`config.mk`:
```
export PLATFORM = sky130hd
export DESIGN_NAME = eth_tx_frame_shaper
export DESIGN_NICKNAME = d
export VERILOG_FILES = /design/src/rtl/eth_tx_frame_shaper.sv
export SDC_FILE = /design/constraint.sdc
export NUM_CORES = 1
export LEC_CHECK = 0
export BUFFER_PORTS_ARGS = -buffer_cell sky130_fd_sc_hd__buf_2
export CAP_MARGIN = 20
export CORE_ASPECT_RATIO = 1.1
export CORE_UTILIZATION = 30
export CTS_CLUSTER_SIZE = 20
export DETAILED_ROUTE_END_ITERATION = 16
export GPL_ROUTABILITY_DRIVEN = 0
export PLACE_DENSITY = 0.61
export RECOVER_POWER = 50
export SYNTH_ARGS = -nofsm -noshare
export SYNTH_HDL_FRONTEND = slang
export SYNTH_SLANG_ARGS = --single-unit
```
`constraint.sdc`:
```
create_clock -name clk_i -period 2.76 [get_ports clk_i]
set_clock_uncertainty 0.15 [all_clocks]
set_input_delay 0.414 -clock clk_i [delete_from_list [all_inputs] [get_ports clk_i]]
set_output_delay 0.414 -clock clk_i [all_outputs]
set_load 0.005 [all_outputs]
```
`src/rtl/eth_tx_frame_shaper.sv`:
```
// Ethernet TX frame shaper: zero-latency pass-through that pads short frames with zero words and
// then holds off upstream for a fixed inter-frame gap. Define ETH_TX_FRAME_SHAPER_STATS_EN for frame counters.
module eth_tx_frame_shaper #(
    parameter int width_p           = 8,
    parameter int min_frame_words_p = 16,
    parameter int ifg_cycles_p      = 12
) (
    input  logic               clk_i,
    input  logic               reset_n_i,
    input  logic [width_p-1:0] data_i,
    input  logic               v_i,
    input  logic               last_i,
    output logic               ready_and_o,
    output logic [width_p-1:0] data_o,
    output logic               v_o,
    output logic               last_o,
    input  logic               ready_and_i
`ifdef ETH_TX_FRAME_SHAPER_STATS_EN
    ,
    output logic [31:0]        frames_o,
    output logic [31:0]        padded_frames_o
`endif
);

    typedef enum logic [1:0] {
        ST_DATA,
        ST_PAD,
        ST_GAP
    } state_e;

    localparam int cnt_w_lp  = $clog2(min_frame_words_p + 1);
    localparam int gcnt_w_lp = (ifg_cycles_p > 0) ? $clog2(ifg_cycles_p + 1) : 1;

    localparam logic [cnt_w_lp:0]    min_lp      = (cnt_w_lp + 1)'(min_frame_words_p);
    localparam logic [cnt_w_lp:0]    cnt_one_lp  = (cnt_w_lp + 1)'(1);
    localparam logic [cnt_w_lp-1:0]  cnt_max_lp  = cnt_w_lp'(min_frame_words_p);
    localparam logic [cnt_w_lp-1:0]  pad_last_lp = cnt_w_lp'(min_frame_words_p - 1);
    localparam logic [gcnt_w_lp-1:0] gap_last_lp = gcnt_w_lp'((ifg_cycles_p > 0) ? ifg_cycles_p - 1 : 0);
    localparam logic [gcnt_w_lp-1:0] gcnt_one_lp = gcnt_w_lp'(1);
    localparam state_e               after_frame_lp = (ifg_cycles_p > 0) ? ST_GAP : ST_DATA;

    state_e                 state_reg;
    logic [cnt_w_lp-1:0]    cnt_reg;
    logic [gcnt_w_lp-1:0]   gcnt_reg;

    logic [cnt_w_lp:0]      cnt_inc;
    logic [cnt_w_lp-1:0]    cnt_sat;
    logic                   reach_min;
    logic                   out_fire;

    // One extra bit so cnt+1 never wraps before the minimum-length comparison.
    assign cnt_inc   = {1'b0, cnt_reg} + cnt_one_lp;
    assign reach_min = (cnt_inc >= min_lp);
    assign cnt_sat   = (cnt_reg == cnt_max_lp) ? cnt_reg : cnt_inc[cnt_w_lp-1:0];
    assign out_fire  = v_o & ready_and_i;

    // Outputs are forced idle while reset is asserted, independent of the pass-through path.
    always_comb begin
        data_o      = '0;
        v_o         = 1'b0;
        last_o      = 1'b0;
        ready_and_o = 1'b0;
        if (reset_n_i) begin
            case (state_reg)
                ST_DATA: begin
                    data_o      = data_i;
                    v_o         = v_i;
                    ready_and_o = ready_and_i;
                    last_o      = last_i & reach_min;
                end
                ST_PAD: begin
                    v_o    = 1'b1;
                    last_o = (cnt_reg == pad_last_lp);
                end
                default: begin
                end
            endcase
        end
    end

    always_ff @(posedge clk_i or negedge reset_n_i) begin
        if (!reset_n_i) begin
            state_reg <= ST_DATA;
            cnt_reg   <= '0;
            gcnt_reg  <= '0;
        end else begin
            case (state_reg)
                ST_DATA: begin
                    if (out_fire) begin
                        if (!last_i) begin
                            cnt_reg <= cnt_sat;
                        end else if (reach_min) begin
                            cnt_reg   <= '0;
                            state_reg <= after_frame_lp;
                        end else begin
                            cnt_reg   <= cnt_inc[cnt_w_lp-1:0];
                            state_reg <= ST_PAD;
                        end
                    end
                end
                ST_PAD: begin
                    if (out_fire) begin
                        if (cnt_reg == pad_last_lp) begin
                            cnt_reg   <= '0;
                            state_reg <= after_frame_lp;
                        end else begin
                            cnt_reg <= cnt_inc[cnt_w_lp-1:0];
                        end
                    end
                end
                ST_GAP: begin
                    // The gap runs on cycles alone; downstream ready has no say here.
                    if (gcnt_reg == gap_last_lp) begin
                        gcnt_reg  <= '0;
                        state_reg <= ST_DATA;
                    end else begin
                        gcnt_reg <= gcnt_reg + gcnt_one_lp;
                    end
                end
                default: state_reg <= ST_DATA;
            endcase
        end
    end

`ifdef ETH_TX_FRAME_SHAPER_STATS_EN
    always_ff @(posedge clk_i or negedge reset_n_i) begin
        if (!reset_n_i) begin
            frames_o        <= '0;
            padded_frames_o <= '0;
        end else begin
            if (out_fire && last_o) begin
                frames_o <= frames_o + 32'd1;
            end
            if ((state_reg == ST_DATA) && out_fire && last_i && !reach_min) begin
                padded_frames_o <= padded_frames_o + 32'd1;
            end
        end
    end
`endif

endmodule

```
Word-level counts from Yosys, hierarchy flattened --
Cells that the tools add are included.
Word-level totals: bits in registers 11, bits of input ports 13, output and inout bits 11, word-level logic and storage cells 46
Operators by class: add/subtract/negate cells 2, magnitude comparators 1, eq/ne operators 11, mux-type cells 23, bitwise operators 2, reduce and logical (&&, ||, !) cells 4
Operators with widths (count):
- 5-bit 2-to-1 mux | 6
- 8-bit 2-to-1 mux | 2
- 2-bit 2-to-1 mux | 6
- 2-bit != test, second input constant | 5
- 5-bit case mux with 2 select lines | 1
- 5-bit by 1-bit adder with 6-bit output, second input constant | 1
- 6-bit by 5-bit >= comparator with 1-bit output, second input constant | 1
- 2-bit case mux with 3 select lines | 1
- 5-bit by 4-bit equality test with 1-bit output, second input constant | 1
- 5-bit equality test, second input constant | 1
- 5-bit AND reduction | 1
- 4-bit by 1-bit adder with 4-bit output, second input constant | 1
- 4-bit equality test, second input constant | 1
- 1-bit 2-to-1 mux | 4
- 4-bit 2-to-1 mux | 1
- 1-bit case mux with 2 select lines | 2
- 4-bit AND reduction | 1
- 3-bit != test, second input constant | 1
- 1-bit AND | 2
- 2-bit by 1-bit equality test with 1-bit output, second input constant | 1
- 2-bit equality test, second input constant | 1
- 2-bit zero test | 1
- 2-bit nonzero test | 1

Logic depth before layout (Yosys ltp) --
Gate-level depths: netlist of run 1.
word-level depth 6, mapped depth 7, gate-level depth less buffers 7

Least setup slack after synthesis of run 1 --
Ideal clock, no wire load.
path type reg2out, from register cnt_reg[0], to output last_o, arrival 1.440 ns, required time 2.196 ns, path slack 0.756 ns, cell stages (with the launch flop) 7, path buffers 0, path through dfrtp_1 ha_1 and3_1 ha_1 o21ai_1 a22oi_1 nor2b_1
Between the ends: longest elaborated chain between the ends 5, elaborated cells on any way between the ends 6, classes of those cells 1 x add/sub; 1 x order compare; 1 x eq/ne; 2 x mux; 1 x bitwise
RTL lines:
- from (decl) | RTL line 43 | logic [cnt_w_lp-1:0] cnt_reg;
- from (signal assigned) | RTL line 91 | cnt_reg <= cnt_sat;
- from (signal assigned) | RTL line 96 | cnt_reg <= cnt_inc[cnt_w_lp-1:0];
- from (signal assigned) | RTL line 107 | cnt_reg <= cnt_inc[cnt_w_lp-1:0];
- 5-bit by 1-bit adder with 6-bit output | RTL line 52 | assign cnt_inc = {1'b0, cnt_reg} + cnt_one_lp;
- 6-bit by 5-bit >= comparator with 1-bit output | RTL line 53 | assign reach_min = (cnt_inc >= min_lp);
- 1-bit AND | RTL line 69 | last_o = last_i & reach_min;
- 1-bit case mux with 2 select lines (*) | RTL line 64 | case (state_reg)
- 1-bit 2-to-1 mux (*) | RTL line 63 | if (reset_n_i) begin
- to (decl) | RTL line 16 | output logic last_o,
Every way passes the cells marked *; elsewhere a longest branch is shown, timed or not.

Final worst setup path of run 1 --
Ends and elaborated chain as after synthesis.

==> reports/results.ini, run 1 <==
[finish]
multi_input_area_um2=515
area.sequential_um2=275
num_antenna_cells=0
largest_reg_flops=5
syn2layout_area_growth_pct=21.1
final_nets=138
final_cells=150
drive_gt1_share_pct=25.2
n_fill_cell=272

[global_route]
antenna_found_initial=0
grt_use_total_pct=13.9
grt_remaining_overflow=0
grt_pass1_vias=709
grt_max_degree=14
grt_pass1_wl_um=3110

[synth]
yosysWarningCount=0
synth_top_area_share_pct=33.2
yosysMostFrequentCell=dfrtp_1
syn_nets=110
ys.flop_type=dfrtp_1
synthArstFlopShare_pct=100
synth_area_um2=828
synth_area_leaders=dfrtp_1, and2_1, ha_1
synth.avg_cell_area_um2=9.00
synth_top_area_cell=dfrtp_1
ys_seq_area_share_pct=33.2
syn_inst=92
synth-seq-cells=11
synth_edf_count=0
synth_common_cells=dfrtp_1, and2_1, nand2_1
ys_types=35

[min_path]
min_to=state_reg[1]
hold_path_class=in -> reg
min_from=ready_and_i
hold_depth=3

[worst_setup_path]
crit_chain=ha_1, and3_1, ha_1, o21ai_1, a22oi_1, nor2b_1, buf_2
cp_top_family=adder cells
cp_num_buf_inv=1
worst_r2r_path_depth=7
crit_fanout=6
crit_top_cell=ha_1
cp-start-kind=flip-flop
r2r_end=cnt_reg[2]
critPathRequiredTime_ns=2.20
critPathCaptureType=output pin
cpPeakStageDelay_ns=0.41
critPathArrivalTime_ns=1.96
crit_path_top_delay_cell=dfrtp_1
regToRegSetupSlack_ns=0.66
path_class=reg -> out
reg2reg_from=cnt_reg[0]

[floorplan]
num_rows=19
fp.dieW_um=52.1
die_h_um=57.1
pin_count=24
coreArea_um2=2570
die_area_um2=2980
initial_core_util_pct=32.3

[timing]
fin_tns_setup_ns=0
setup_violations=0
max_slew_margin_pct=75.6
period_needed_ns=2.52
fmax_mhz=397
hold_violations=0
setup_ws_ns=0.239
fin_crit_sh_pct=91.3
maxSlewViolCount=0
tightest_slew_ns=0.365
rsz0062_at_grt=no

[drt]
drt_wl_total_um=1750
met1_length_um=783
wl_met3_um=33
drtIter0Drc=6
drt_first_pass_iters=4
drt-wirelength-per-cell_um=11.6
vias_per_cell=4.86
highest_layer=met4
drc=0
vias=729
met2WireLength_um=921
drtAntennaViolNets=0

[clocking]
cts.sinks=11
postCtsSetupBuffers=0
postCtsResizedCells=0
cts_root_buf=clkbuf_4
clkTransAtPathRegs_ns=0.08
numCtsBuffers=3
clk_latency_ns=0.28
postCtsHoldBufs=1
htreeDepth=1
cts_tree=built
clk_path_buf_depth=2

[power_and_ir_drop]
p_leak_uw=0.000517
power.density_nw_per_um2=916
power_uw=919
ir_worst_vdd_uv=562

[place]
portBuffers=23
dp_cells=145
post-place-ws_ns=0.540
hpwl_um=1410

[outcome]
status=finished, final reports clean

[job]
maxCapViolations=0

## how the worst max path moves through the flow
| stage | from | to | slack, ns | cells past startpoint |
|---|---|---|---|---|
| finish | cnt_reg[0] | last_o | 0.24 | 7 |
| global route | cnt_reg[0] | last_o | 0.08 | 7 |
| CTS | cnt_reg[0] | last_o | 0.22 | 7 |
| detailed placement | cnt_reg[0] | last_o | 0.54 | 7 |
| global placement | cnt_reg[0] | last_o | 0.60 | 7 |
| floorplan | cnt_reg[0] | last_o | 0.76 | 6 |
## per-stage QoR
| step | area, µm² | hold slack [ns] | utilization (%) |
|---|---|---|---|
| 2_1_floorplan | 828 | -0.0316 | - |
| 3_3_place_gp | 975 | 0.164 | 38.0 |
| 3_5_place_dp | 975 | 0.167 | 38.0 |
| 4_1_cts | 1010 | 0.354 | 39.4 |
| 5_1_grt | 1000 | 0.387 | 39.1 |
| 6_report | 1000 | 0.356 | 39.1 |
## metal layers
layer / GRT usage (%) / up-vias
met3: 4.80 / 2
met1: 16.8 / 339
met2: 23.3 / 5
met4: 3.47 / 0
li1: - / 383
met5: 0 / -
## cell type report
cell class | instances | share of cell area [%]
Clock buffer | 4 | 2.62
Inverter | 6 | 2.24
Multi-Input combinational cell | 74 | 51.4
Sequential cell | 11 | 27.4
Tap cell | 31 | 3.87
Timing Repair Buffer | 24 | 12.5
## tightest hold or removal path: cells and delay by family
| kind | cells | cell delay, ns |
|---|---|---|
| compound gates | 1 | 0.09 |
| buf+inv | 1 | 0.11 |
| simple gates | 1 | 0.12 |
## kinds of logic (layout without fill, tap and decap cells)
family / after synthesis / after routing / synth area share (%)
AND/OR/NAND/NOR: 45 / 45 / 33.1
AO/OA/AOI/OAI: 18 / 18 / 15.1
flip-flops: 11 / 11 / 33.2
buffers and inverters: 7 / 34 / 3.63
multiplexers: 6 / 6 / 7.40
adder cells (fa/ha/maj): 5 / 5 / 7.55
## power breakdown
group / switching (µW) / internal (µW)
Sequential: 95.5 / 231
Clock: 61.7 / 56.1
Combinational: 238 / 237
## cell usage in the layout, fill, tap and decap left out, types with 2 or more instances in the layout
cell type,instances
and3_1,3
nand3b_1,3
nand3_1,3
o2111ai_1,2
buf_2,23
ha_1,5
nor2_1,4
nand2_1,8
mux2i_1,5
a22oi_1,2
inv_1,6
nor3_1,2
o211ai_1,3
dfrtp_1,11
clkbuf_4,3
nor2b_1,3
o21ai_0,2
o21ai_1,3
and2_1,10
Power figures use the tool's default switching activity.
==> run 2, diff against run 1 <==
==> constraint.sdc (replaced) <==
create_clock -name clk_i -period 2.76 [get_ports clk_i]
set_clock_uncertainty 0.15 [all_clocks]
set_input_delay 0.828 -clock clk_i [delete_from_list [all_inputs] [get_ports clk_i]]
set_output_delay 0.828 -clock clk_i [all_outputs]
set_load 0.005 [all_outputs]
==> reports/results.ini, run 2 (synthesized netlist as in run 1, its figures left out) <==
[outcome]
status=finished, final reports clean

[min_path]
hold_path_class=in -> async

[timing]
period_needed_ns=2.70
hold_ws_ns=0.196
fin_crit_sh_pct=98.0
setup_violations=0
fmax_mhz=370
maxSlewViolCount=0
hold_violations=0
max_slew_margin_pct=63.5
fin_tns_setup_ns=0
rsz0062_at_grt=no
tightest_slew_ns=0.547

[drt]
drt-wirelength-per-cell_um=12.8
drc=0
drtAntennaViolNets=0
drt_wl_total_um=1950
vias_per_cell=4.97
drt_first_pass_iters=4
vias=761
drtIter0Drc=19

[worst_setup_path]
crit_path_top_delay_cell=dfrtp_1
path_class=reg -> out
critPathCaptureType=output pin
crit_chain=ha_2, and3_4, ha_4, o21ai_2, a22oi_1, nor2b_1, buf_2
cp-start-kind=flip-flop
critPathRequiredTime_ns=1.78
critPathArrivalTime_ns=1.73
crit_fanout=4
cpPeakStageDelay_ns=0.38

[place]
portBuffers=23
dp_cells=146
hpwl_um=1510

[floorplan]
die_h_um=57.1
num_rows=19
fp.dieW_um=52.1
pin_count=24
die_area_um2=2980
coreArea_um2=2570
initial_core_util_pct=32.3

[clocking]
numCtsBuffers=3
clkTransAtPathRegs_ns=0.08
clk_path_buf_depth=2
cts_root_buf=clkbuf_4
cts.sinks=11
cts_tree=built
htreeDepth=1
clk_latency_ns=0.27

[finish]
drive_gt1_share_pct=30.3
syn2layout_area_growth_pct=26.0
num_antenna_cells=0
final_nets=141
n_fill_cell=269
final_common_cell=buf_2
final_cell_mix=buf_2, dfrtp_1, and2_1
largest_reg_flops=5
final_cells=153

[global_route]
antenna_found_initial=0
grt_remaining_overflow=0
grt_pass1_vias=720
grt_max_degree=12
grt_pass1_wl_um=3220
grt_use_total_pct=14.4

[job]
maxCapViolations=0

[power_and_ir_drop]
power.density_nw_per_um2=982
p_leak_uw=0.000527
ir_worst_vdd_uv=595

==> run 2: changes by cell type in the layout (fill, tap and decap cells not counted) <==
cell,change
buf_4,+3
ha_1,-2
and3_1,-1
and3_4,+1
clkbuf_1,+1
dlygate4sd3_1,-1
ha_2,+1
ha_4,+1
o21ai_1,-1
o21ai_2,+1
==> run 2: repair_timing <==
item | in CTS | in global routing
pin swaps | 0 | 1
gates resized for setup | 3 | 1
endpoints found under the setup margin | 1 | 1
hold buffers | 0 | 0
buffers inserted | 2 | 1
==> run 2: stage by stage <==
stage                     worst slack, ns  total power [µW]  utilization [%]  instance area, µm²
after floorplan                     0.342               690                -                 828
after global placement              0.186               802             38.3                 982
after detailed placement            0.141               829             38.3                 982
after CTS                          0.0174              1010             40.7                1040
after global routing              0.00750              1120             40.6                1040
final                              0.0554              1020             40.6                1040
==> run 2: routing by layer <==
metal  vias to the layer above  track usage, %  wire (µm)
met5                         -               0          0
met4                         0            4.63         17
met3                         4            2.40         40
met2                        10            25.3       1040
met1                       358            17.4        859
li1                        389               -          -
==> run 2: final cells by class <==
class / instances / area (µm²) / area share [%]
sequential: 11 / 275 / 26.4
tap: 31 / 38.8 / 3.72
inverter: 6 / 22.5 / 2.16
multi-input combinational: 74 / 539 / 51.7
timing repair buffer: 27 / 141 / 13.5
clock buffer: 4 / 26.3 / 2.52
==> run 2: path summary, 6_finish.rpt <==
| path | startpoint | cells past startpoint | slack, ns | end |
|---|---|---|---|---|
| worst max-delay path | cnt_reg[0] | 7 | 0.06 | last_o |
| worst min-delay path | reset_n_i | 1 | 0.20 | state_reg[0] |
| worst max register to register | cnt_reg[0] | 8 | 0.67 | cnt_reg[2] |
| worst min register to register | gcnt_reg[0] | 1 | 0.40 | gcnt_reg[0] |
| max in group asynchronous | reset_n_i | 2 | 1.57 | gcnt_reg[2] |
| min in group clk_i | gcnt_reg[0] | 1 | 0.40 | gcnt_reg[0] |
==> run 2: report_power, final <==
| group | internal (µW) | switching (µW) | leakage [µW] | total (µW) |
|---|---|---|---|---|
| combinational | 307 | 286 | 0.000383 | 592 |
| sequential | 231 | 88.2 | 0.000129 | 319 |
| clock | 56.0 | 57.0 | 0.0000150 | 113 |
| total | 594 | 431 | 0.000527 | 1020 |
==> run 2: worst max-delay path, delay by kind of cell (launching register included) <==
family	cells	cell delay, ns
and+or+nand+nor	2	0.27
DFF	1	0.38
adders and majority gates	2	0.48
AOI/OAI and AO/OA	2	0.21
buffers and inverters	1	0.12
==> run 3, diff against run 2 <==
==> constraint.sdc (replaced) <==
create_clock -name clk_i -period 2.76 [get_ports clk_i]
set_clock_uncertainty 0.15 [all_clocks]
set_input_delay 0.276 -clock clk_i [delete_from_list [all_inputs] [get_ports clk_i]]
set_output_delay 0.276 -clock clk_i [all_outputs]
set_load 0.005 [all_outputs]
==> reports/results.ini, run 3 (synthesized netlist as in run 1, its figures left out) <==
[outcome]
status=finished, final reports clean

[worst_setup_path]
cp_num_buf_inv=1
worst_r2r_path_depth=7
critPathRequiredTime_ns=2.33
critPathArrivalTime_ns=1.98
critical_path.endpoint=last_o
crit_path_top_delay_cell=dfrtp_1
crit_fanout=6
r2r_end=cnt_reg[2]
reg2reg_from=cnt_reg[0]
cp-start-kind=flip-flop
path_class=reg -> out
cp_top_family=adder cells
crit_top_cell=ha_1
critPathCaptureType=output pin
path_depth=7
cpPeakStageDelay_ns=0.41
regToRegSetupSlack_ns=0.65
startpoint=cnt_reg[0]
crit_chain=ha_1, and3_1, ha_1, o21ai_1, a22oi_1, nor2b_1, buf_2

[timing]
hold_violations=0
tightest_slew_ns=0.363
fin_crit_sh_pct=87.2
period_needed_ns=2.41
fin_tns_setup_ns=0
rsz0062_at_grt=no
setup_violations=0
fmax_mhz=415
maxSlewViolCount=0
hold_ws_ns=0.214
max_slew_margin_pct=75.7

[drt]
drtAntennaViolNets=0
vias=749
drc=0
drt_first_pass_iters=4
drt_wl_total_um=1780
drt-wirelength-per-cell_um=11.9
vias_per_cell=4.99
drtIter0Drc=29

[clocking]
htreeDepth=1
numCtsBuffers=3
cts_root_buf=clkbuf_4
clkTransAtPathRegs_ns=0.08
cts.sinks=11
cts_tree=built
clk_latency_ns=0.28
clk_path_buf_depth=2

[power_and_ir_drop]
pwr-share-seq_pct=35.2
p_switching_uw=392
p_leak_uw=0.000516
sw_frac_of_total_pct=42.9
p_int_uw=523
comb_power_share_pct=51.9
pwr-share-clk_pct=12.8
power.density_nw_per_um2=914
ir_worst_vdd_uv=503

[finish]
utilization_pct=39.0
final_cell_mix=buf_2, dfrtp_1, and2_1
final_common_cell=buf_2
largest_reg_flops=5
drive_gt1_share_pct=24.4
final_nets=138
finish.instance_area_um2=1000
syn2layout_area_growth_pct=20.8
num_antenna_cells=0

[place]
portBuffers=23
hpwl_um=1380
placed_area_um2=975

[floorplan]
initial_core_util_pct=32.3
num_rows=19
die_area_um2=2980
fp.dieW_um=52.1
coreArea_um2=2570
pin_count=24
die_h_um=57.1

[global_route]
grt_pass1_vias=741
grt_use_total_pct=14.4
antenna_found_initial=0
grt_pass1_wl_um=3200
grt_max_degree=14
grt_remaining_overflow=0

[job]
maxCapViolations=0

[min_path]
hold_path_class=in -> reg
hold_depth=3

-- run 3: cell count changes in the layout (fill, tap and decap cells not counted), sizes merged --
cell / delta
clkbuf: -1
dlygate4sd3: +1
buf: -3
-- run 3: power by group through the flow --
stage,Combinational [µW],Sequential (µW),Clock [µW]
detailed placement,486,329,0
global route,548,336,131
global placement,479,326,0
finish,475,323,117
floorplan,395,295,0
CTS,487,328,125
-- run 3: through the flow --
| step | setup WS (ns) | power (µW) | cells |
|---|---|---|---|
| after floorplan | 0.831 | 690 | 92 |
| after detailed placement | 0.669 | 815 | 145 |
| after CTS | 0.353 | 939 | 150 |
| final | 0.353 | 915 | 150 |
| after global routing | 0.262 | 1020 | 150 |
| after global placement | 0.722 | 805 | 145 |
-- run 3: area by class of cell --
class / instances / area [µm²]
Sequential cell: 11 / 275
Inverter: 6 / 22.5
Fill cell: 265 / 1570
Clock buffer: 4 / 26.3
Timing Repair Buffer: 24 / 125
Tap cell: 31 / 38.8
Multi-Input combinational cell: 74 / 513
-- run 3: worst min-delay path by stage --
| stage | end | start |
|---|---|---|
| global route | state_reg[1] | ready_and_i |
| detailed placement | gcnt_reg[2] | reset_n_i |
| finish | state_reg[1] | ready_and_i |
| CTS | state_reg[1] | ready_and_i |
| global placement | gcnt_reg[3] | reset_n_i |
| floorplan | cnt_reg[0] | reset_n_i |
-- run 3: routing by layer --
layer / track usage (%) / part of all wire, % / vias to the layer above
li1: - / - / 386
met2: 24.2 / 52 / 12
met4: 3.47 / 0 / 0
met5: 0 / 0 / -
met3: 5.07 / 3.7 / 0
met1: 17.4 / 44 / 351
-- run 3: worst reg2reg max path, cell delays in order, from the launching register on --
cell,delay [ns]
dfrtp_1,0.41
ha_1,0.23
and3_1,0.20
ha_1,0.35
a21bo_2,0.21
o2111ai_1,0.17
a22oi_1,0.18
o21ai_1,0.08
-- run 3: what timing repair did --
item | CTS | global route
setup buffers | 0 | 0
resized for setup | 0 | 0
hold endpoints to repair | 11 | 0
hold buffers | 1 | 0
